## src/rtl/stft_sweep_ctrl.sv

```systemverilog
// Sweep sequencer for the sliding-DFT SPU: accepts one sample difference, reads every bin,
// aligns SPU controls to the memory read latency and closes the frame once all write-backs return.
module stft_sweep_ctrl #(
  parameter  int WORD_WIDTH  = 16,
  parameter  int FFT_SIZE    = 512,
  parameter  int RD_LATENCY  = 1,
  parameter  int SPU_LATENCY = 3,
  parameter  int DISP_DECIM  = 8,
  localparam int IDX_W       = $clog2(FFT_SIZE)
) (
  input  logic                  clk,
  input  logic                  reset_n,
  input  logic                  i_sample_valid,
  input  logic [WORD_WIDTH-1:0] i_sample_diff,
  output logic                  o_sample_ready,
  output logic                  o_rd_en,
  output logic [IDX_W-1:0]      o_rd_idx,
  output logic [WORD_WIDTH-1:0] o_spu_sample_diff,
  output logic                  o_spu_wr_en,
  output logic                  o_spu_disp_wr_en,
  output logic [IDX_W-1:0]      o_spu_idx,
  input  logic                  i_wb_valid,
  output logic                  o_busy,
  output logic                  o_frame_done,
  output logic                  o_overrun
);

  localparam int FLUSH_CYCLES = SPU_LATENCY + RD_LATENCY;
  localparam int FLUSH_W      = $clog2(FLUSH_CYCLES + 1);
  localparam int DECIM_W      = (DISP_DECIM > 1) ? $clog2(DISP_DECIM) : 1;

  localparam logic [IDX_W-1:0]   K_LAST     = IDX_W'(FFT_SIZE - 1);
  localparam logic [IDX_W:0]     WB_FULL    = (IDX_W + 1)'(FFT_SIZE);
  localparam logic [FLUSH_W-1:0] FLUSH_LAST = FLUSH_W'(FLUSH_CYCLES - 1);
  localparam logic [DECIM_W-1:0] DECIM_LAST = DECIM_W'(DISP_DECIM - 1);

  typedef enum logic [1:0] {
    ST_FLUSH,
    ST_IDLE,
    ST_SWEEP,
    ST_DRAIN
  } state_t;

  state_t               state;
  logic [IDX_W-1:0]     k;
  logic [IDX_W:0]       wb_cnt;
  logic [IDX_W:0]       wb_cnt_next;
  logic [DECIM_W-1:0]   decim_cnt;
  logic [FLUSH_W-1:0]   flush_cnt;
  logic                 disp_tag;
  logic                 accept;
  logic                 wb_count_en;

  logic [RD_LATENCY-1:0] pipe_en;
  logic [RD_LATENCY-1:0] pipe_disp;
  logic [IDX_W-1:0]      pipe_idx [RD_LATENCY];

  assign o_sample_ready = (state == ST_IDLE);
  assign accept         = i_sample_valid && o_sample_ready;
  assign o_overrun      = i_sample_valid && !o_sample_ready;
  assign o_busy         = (state == ST_SWEEP) || (state == ST_DRAIN);
  assign o_rd_idx       = k;

  // Write-backs are counted only inside a frame and saturate, so a stray strobe cannot wrap the count.
  assign wb_count_en  = i_wb_valid && o_busy && (wb_cnt != WB_FULL);
  assign wb_cnt_next  = wb_cnt + (IDX_W + 1)'(wb_count_en);
  assign o_frame_done = (state == ST_DRAIN) && (wb_cnt_next == WB_FULL);

  always_ff @(posedge clk or negedge reset_n) begin
    if (!reset_n) begin
      state             <= ST_FLUSH;
      k                 <= '0;
      wb_cnt            <= '0;
      decim_cnt         <= '0;
      flush_cnt         <= '0;
      disp_tag          <= 1'b0;
      o_rd_en           <= 1'b0;
      o_spu_sample_diff <= '0;
    end else begin
      case (state)
        ST_FLUSH: begin
          if (flush_cnt == FLUSH_LAST) begin
            flush_cnt <= '0;
            state     <= ST_IDLE;
          end else begin
            flush_cnt <= flush_cnt + FLUSH_W'(1);
          end
        end
        ST_IDLE: begin
          if (accept) begin
            o_spu_sample_diff <= i_sample_diff;
            disp_tag          <= (decim_cnt == '0);
            decim_cnt         <= (decim_cnt == DECIM_LAST) ? '0 : decim_cnt + DECIM_W'(1);
            k                 <= '0;
            wb_cnt            <= '0;
            o_rd_en           <= 1'b1;
            state             <= ST_SWEEP;
          end
        end
        ST_SWEEP: begin
          wb_cnt <= wb_cnt_next;
          if (k == K_LAST) begin
            k       <= '0;
            o_rd_en <= 1'b0;
            state   <= ST_DRAIN;
          end else begin
            k <= k + IDX_W'(1);
          end
        end
        ST_DRAIN: begin
          wb_cnt <= wb_cnt_next;
          if (o_frame_done) begin
            state <= ST_IDLE;
          end
        end
        default: state <= ST_FLUSH;
      endcase
    end
  end

  // Delay line matching the Xk RAM / twiddle ROM read latency.
  always_ff @(posedge clk or negedge reset_n) begin
    if (!reset_n) begin
      pipe_en   <= '0;
      pipe_disp <= '0;
      for (int i = 0; i < RD_LATENCY; i++) begin
        pipe_idx[i] <= '0;
      end
    end else begin
      for (int i = RD_LATENCY - 1; i > 0; i--) begin
        pipe_en[i]   <= pipe_en[i-1];
        pipe_disp[i] <= pipe_disp[i-1];
        pipe_idx[i]  <= pipe_idx[i-1];
      end
      pipe_en[0]   <= o_rd_en;
      pipe_disp[0] <= disp_tag && o_rd_en;
      pipe_idx[0]  <= k;
    end
  end

  assign o_spu_wr_en      = pipe_en[RD_LATENCY-1];
  assign o_spu_disp_wr_en = pipe_disp[RD_LATENCY-1];
  assign o_spu_idx        = pipe_idx[RD_LATENCY-1];

endmodule

```

## config.mk

```make
export PLATFORM = sky130hd
export DESIGN_NAME = stft_sweep_ctrl
export DESIGN_NICKNAME = d
export VERILOG_FILES = /design/src/rtl/stft_sweep_ctrl.sv
export SDC_FILE = /design/constraint.sdc
export NUM_CORES = 1
export LEC_CHECK = 0
export CAP_MARGIN = 20
export CORE_MARGIN = 4
export CORE_UTILIZATION = 50
export DETAILED_ROUTE_END_ITERATION = 6
export PLACE_DENSITY_LB_ADDON = 0.2
export SYNTH_ARGS = -nofsm -noshare
export SYNTH_HDL_FRONTEND = slang
export SYNTH_SLANG_ARGS = --single-unit
```

## constraint.sdc

```tcl
create_clock -name clk -period 3.7 [get_ports clk]
set_input_delay 0.925 -clock clk [delete_from_list [all_inputs] [get_ports clk]]
set_output_delay 0.925 -clock clk [all_outputs]
set_load 0.05 [all_outputs]
```

# Word level (Yosys, flattened, before mapping)
# Cells that the tools add are included.
# word_totals
reg_bits	56
inputBits	20
word_cells	60
# op_classes
n_addsub	4
n_eq_ne	12
mux	15
n_reduce_logical	18
# ops
cell	count
10-bit one-hot mux with 2 select lines	1
9-bit 2-to-1 mux	2
9-bit one-hot mux with 2 select lines	1
10-bit by 1-bit adder with 10-bit output	1
10-bit equality test (second input constant)	1
10-bit 2-to-1 mux	1
10-bit inequality test (second input constant)	1
9-bit by 1-bit adder with 9-bit output (second input constant)	1
9-bit equality test (second input constant)	1
2-bit 2-to-1 mux	4
2-bit one-hot mux with 4 select lines	1
3-bit by 1-bit adder with 3-bit output (second input constant)	2
1-bit logical AND	6
3-bit 2-to-1 mux	2
2-bit AND reduction	3
2-bit equality test (second input constant)	2
2-bit by 1-bit inequality test with 1-bit output (second input constant)	2
2-bit inequality test (second input constant)	2
4-bit AND reduction	1
2-bit nonzero test	2
3-bit by 2-bit equality test with 1-bit output (second input constant)	1
3-bit equality test (second input constant)	1
3-bit logical NOT	1
3-bit AND reduction	1
other kinds (7)	8

# Logic depth before layout (Yosys ltp)
# depth
ltp_word	9
mapped_depth	15
depth_no_buf	13

# Least setup slack after synthesis
# Ideal clock, no wire load.
# synth_path
path_type	register to output
from	register state[0]
to	output o_frame_done
t_arrival_ps	3805
required_time_ps	2775
setup_slack_ps	-1030
path_stages_with_launch	15
path_buffers	2
cell_sequence	dfrtp_1 > inv_1 > ha_1 > clkbuf_1 > nor2_1 > inv_1 > nand2_1 > a31oi_1 > ha_1 > ha_1 > and4_4 > buf_6 > and4_1 > nor3_1 > nor3b_1
# synth_between
elab_chain_len	7
elab_cells_between_ends	8
classes_between	add/sub (1); eq/ne (3); reduce/logical (4)
# synth_rtl
item	line_no	text
start: declaration	44	state_t state;
start signal: assignment	71	state <= ST_FLUSH;
start signal: assignment	84	state <= ST_IDLE;
start signal: assignment	97	state <= ST_SWEEP;
2-bit equality test	61	assign o_busy = (state == ST_SWEEP) || (state == ST_DRAIN);
1-bit logical OR *	61	
via o_busy	23	output logic o_busy,
1-bit logical AND * (2 in a row)	65	assign wb_count_en = i_wb_valid && o_busy && (wb_cnt != WB_FULL);
10-bit by 1-bit adder with 10-bit output *	66	assign wb_cnt_next = wb_cnt + (IDX_W + 1)'(wb_count_en);
10-bit equality test *	67	assign o_frame_done = (state == ST_DRAIN) && (wb_cnt_next == WB_FULL);
1-bit logical AND *	67	
end: declaration	24	output logic o_frame_done,
# The timed path passes the listed nets; every way through them passes the cells marked *.

# Final worst setup path
# layout_path
from	input i_wb_valid
to	output o_frame_done
# layout_between
elab_chain_len	5
# layout_rtl
item	line_no	text
start: declaration	22	input logic i_wb_valid,
1-bit logical AND (2 in a row)	65	
10-bit by 1-bit adder with 10-bit output	66	
10-bit equality test	67	
1-bit logical AND	67	
# No other way between the ends.

==> flow_metrics.tcl <==
set metrics [dict create \
    status "finished with violations" \
    violations "negative setup slack" \
    final_cell_mix "clkdlybuf4s50_1 (57), dfrtp_1 (54), buf_4 (27)" \
    drc 0 \
    rsz0062_at_grt "yes" \
    synth_enable_flop_cells 0 \
    cts_made_buffers 5 \
    synthMuxAreaShare 0.0926 \
    io_buffers 60 \
    clockRootBuffer "clkbuf_8" \
    grt_max_degree 31 \
    wl_um 5800 \
    gp_congestion 0.800 \
    clock_skew_ns 0.00372 \
    synth_flop_cell "dfrtp_1" \
    required_ns 2.77 \
    die-area_um2 6520 \
    fmax_mhz 269 \
    grt_pass1_wl_um 9350 \
    worst_pin_slew_ns 0.756 \
    die_x_um 80.8 \
    rr_endpoint "state[1]$_DFFE_PN0P_" \
    layout.cells.most_common "clkdlybuf4s50_1" \
    syn_nets 262 \
    yosysSeqAreaShare 0.529 \
    max_cap_violations 0 \
    path_class "in -> out" \
    coreArea_um2 5110 \
    viasPerCell 5.35 \
    worstRegToRegCells 14 \
    dr.pass1.iters 4 \
    worstSetupStartpointType "input port" \
    final_layout_size_suffix_gt1_frac 0.274 \
    synth_area_per_cell_um2 11.6 \
    synth_cells 229 \
    gr-usage-all-layers 0.185 \
    syn_area_um2 2650 \
    place_inst 364 \
    drv_slew 0 \
    cts_tree "built" \
    drt-initial-drc-count 111 \
    nFillCells 360 \
    synth_warnings 0 \
    ctsHtreeMaxLevel 2 \
    clk_path_buf_depth 2 \
    nNetsFinal 346 \
    clk_latency_ns 0.30 \
    synth_seq_cells 56 \
    grt-ovfl-total 0 \
    timing.final.ws_setup_ns -0.0212 \
    whs_path_depth 0 \
    synth_area_leaders "dfrtp_1 (53%), mux2_2 (8.1%), ha_1 (6.1%)" \
    power_leakage_nw 1.63 \
    hold_buffers 0 \
    antenna_found_initial 0 \
    hp-class "reg -> reg" \
    worst_ep_arrival_time_ns 2.80 \
    synth_fa_ha_area_frac 0.0614 \
    die_y_um 80.8 \
    setup_viol 1 \
    yosys.area_share.simple 0.148 \
    peakVddDrop_mv 0.397 \
    syn_to_final_growth_pct 41.7 \
    reg2reg_from "state[0]$_DFFE_PN0P_" \
    synth-compound-area-share 0.107 \
    wl_per_cell_um 15.1 \
    yosysUniqueCellTypes 46 \
    num_vias 2053 \
    worst_setup_path_end_kind "output pin" \
    period_needed_ns 3.72 \
    min_period_over_period 1.01 \
    synth_top_family_by_area "simple AND/OR/NAND/NOR gates" \
    async_flop_share 1.00 \
    grt_pass1_vias 1991 \
    io_pins 61 \
    maxSlewHeadroom 0.492 \
    synth_xor_area_frac 0.0232 \
    finalHoldViolations 0 \
    ant_nets 0 \
    powerDensity_nw_per_um2 764 \
    rows 26 \
    initial_core_util 0.518 \
    antennaDiodeCount 0 \
    hp-start "o_rd_en$_DFFE_PN0P_" \
    hold_path_end "o_spu_wr_en$_DFF_PN0_" \
    p_total_w 0.00287 \
    timing.hold.ws_ns 0.441 \
    cts.sinks 56 \
    fin_cells 384 \
    synth_top_area_cell "dfrtp_1" \
    dp_hpwl_um 4030 \
    synth_top_cell_area_share 0.529 \
    crit_fanout 4 \
    clk_pin_slew_ns 0.10 \
    reg2reg_slack_ns 0.80 \
]
cell families after synthesis:
kind of cell | count (synthesis)
adders and majority gates | 13
AOI/OAI and AO/OA | 42
and+or+nand+nor | 69
DFF | 56
muxes | 22
xor gates and xnor gates | 7
buffers and inverters | 20
routing by layer:
metal  GRT usage  share of wire  vias to the layer above  wire [um]
met5           0              0                        -          0
met4      0.0524         0.0088                        0         51
met3      0.0432          0.056                        6        323
met2       0.313           0.50                       60       2880
met1       0.239           0.44                     1002       2540
li1            -              -                      985          -
cells in the mapped netlist, types with 3 or more instances:
cell	number
dfrtp_1	56
mux2_2	19
nor2_1	14
ha_1	13
o21ai_0	13
nand2_1	12
nand3_1	9
inv_1	8
a21oi_1	7
nand2b_1	6
nand4_1	5
nor3_1	5
xor2_1	5
a32o_1	4
buf_2	4
a22o_1	3
buf_6	3
clkbuf_1	3
o31ai_1	3
state kept, by name, summed over array words and instances (netlist names), 2 cells and up:
register           cells
o_spu_sample_diff     16
wb_cnt                10
o_rd_idx               9
o_spu_idx              9
decim_cnt              3
flush_cnt              3
state                  2
critical path, stage by stage:
cell,delay (ns)
dlygate4sd2_1,0.24
nand2_4,0.06
a31oi_4,0.17
ha_4,0.20
buf_4,0.12
nand4_2,0.14
nor4_2,0.33
o221ai_2,0.17
nor3b_4,0.27
buf_12,0.17
final cells by class:
type | count | area (um2) | share of cell area
well taps | 70 | 87.6 | 0.0233
clock buffers | 6 | 82.6 | 0.0220
multi-input cells | 153 | 1280 | 0.340
repair buffers | 89 | 830 | 0.221
inverters | 8 | 32.5 | 0.00867
clock inverters | 2 | 38.8 | 0.0103
flip-flops and latches | 56 | 1400 | 0.374
power breakdown:
group	total [W]	switching (W)	internal [W]
combinational	0.00156	0.000937	0.000620
clock	0.000414	0.000192	0.000221
sequential	0.000896	0.000116	0.000779
worst max path at each step:
stage | start | end | slack [ns] | cells past startpoint
2_1_floorplan | state[0]$_DFFE_PN0P_ | o_frame_done | 0.01 | 14
3_3_place_gp | i_wb_valid | o_frame_done | -0.22 | 9
3_5_place_dp | i_wb_valid | o_frame_done | -0.25 | 9
4_1_cts | state[0]$_DFFE_PN0P_ | o_frame_done | 0.02 | 13
5_1_grt | state[0]$_DFFE_PN0P_ | o_frame_done | -0.11 | 14
6_report | i_wb_valid | o_frame_done | -0.02 | 10
stage by stage:
step	instance area, um2	worst slack (ns)	util	TNS [ns]
6_report	3750	-0.0212	0.734	-0.0212
5_1_grt	3750	-0.107	0.734	-0.107
4_1_cts	3610	0.0177	0.707	0
3_5_place_dp	3440	-0.249	0.673	-0.249
3_3_place_gp	3440	-0.218	0.673	-0.218
2_1_floorplan	2690	0.0134	-	0
repair_timing:
action / 4_1_cts / 5_1_grt
resized for setup: 8 / 15
buffers inserted: 3 / 9
pin swaps: 7 / 8
gates cloned: 0 / 0
setup endpoints to repair: 1 / 1
No activity file was read; power rests on OpenSTA's default activity.
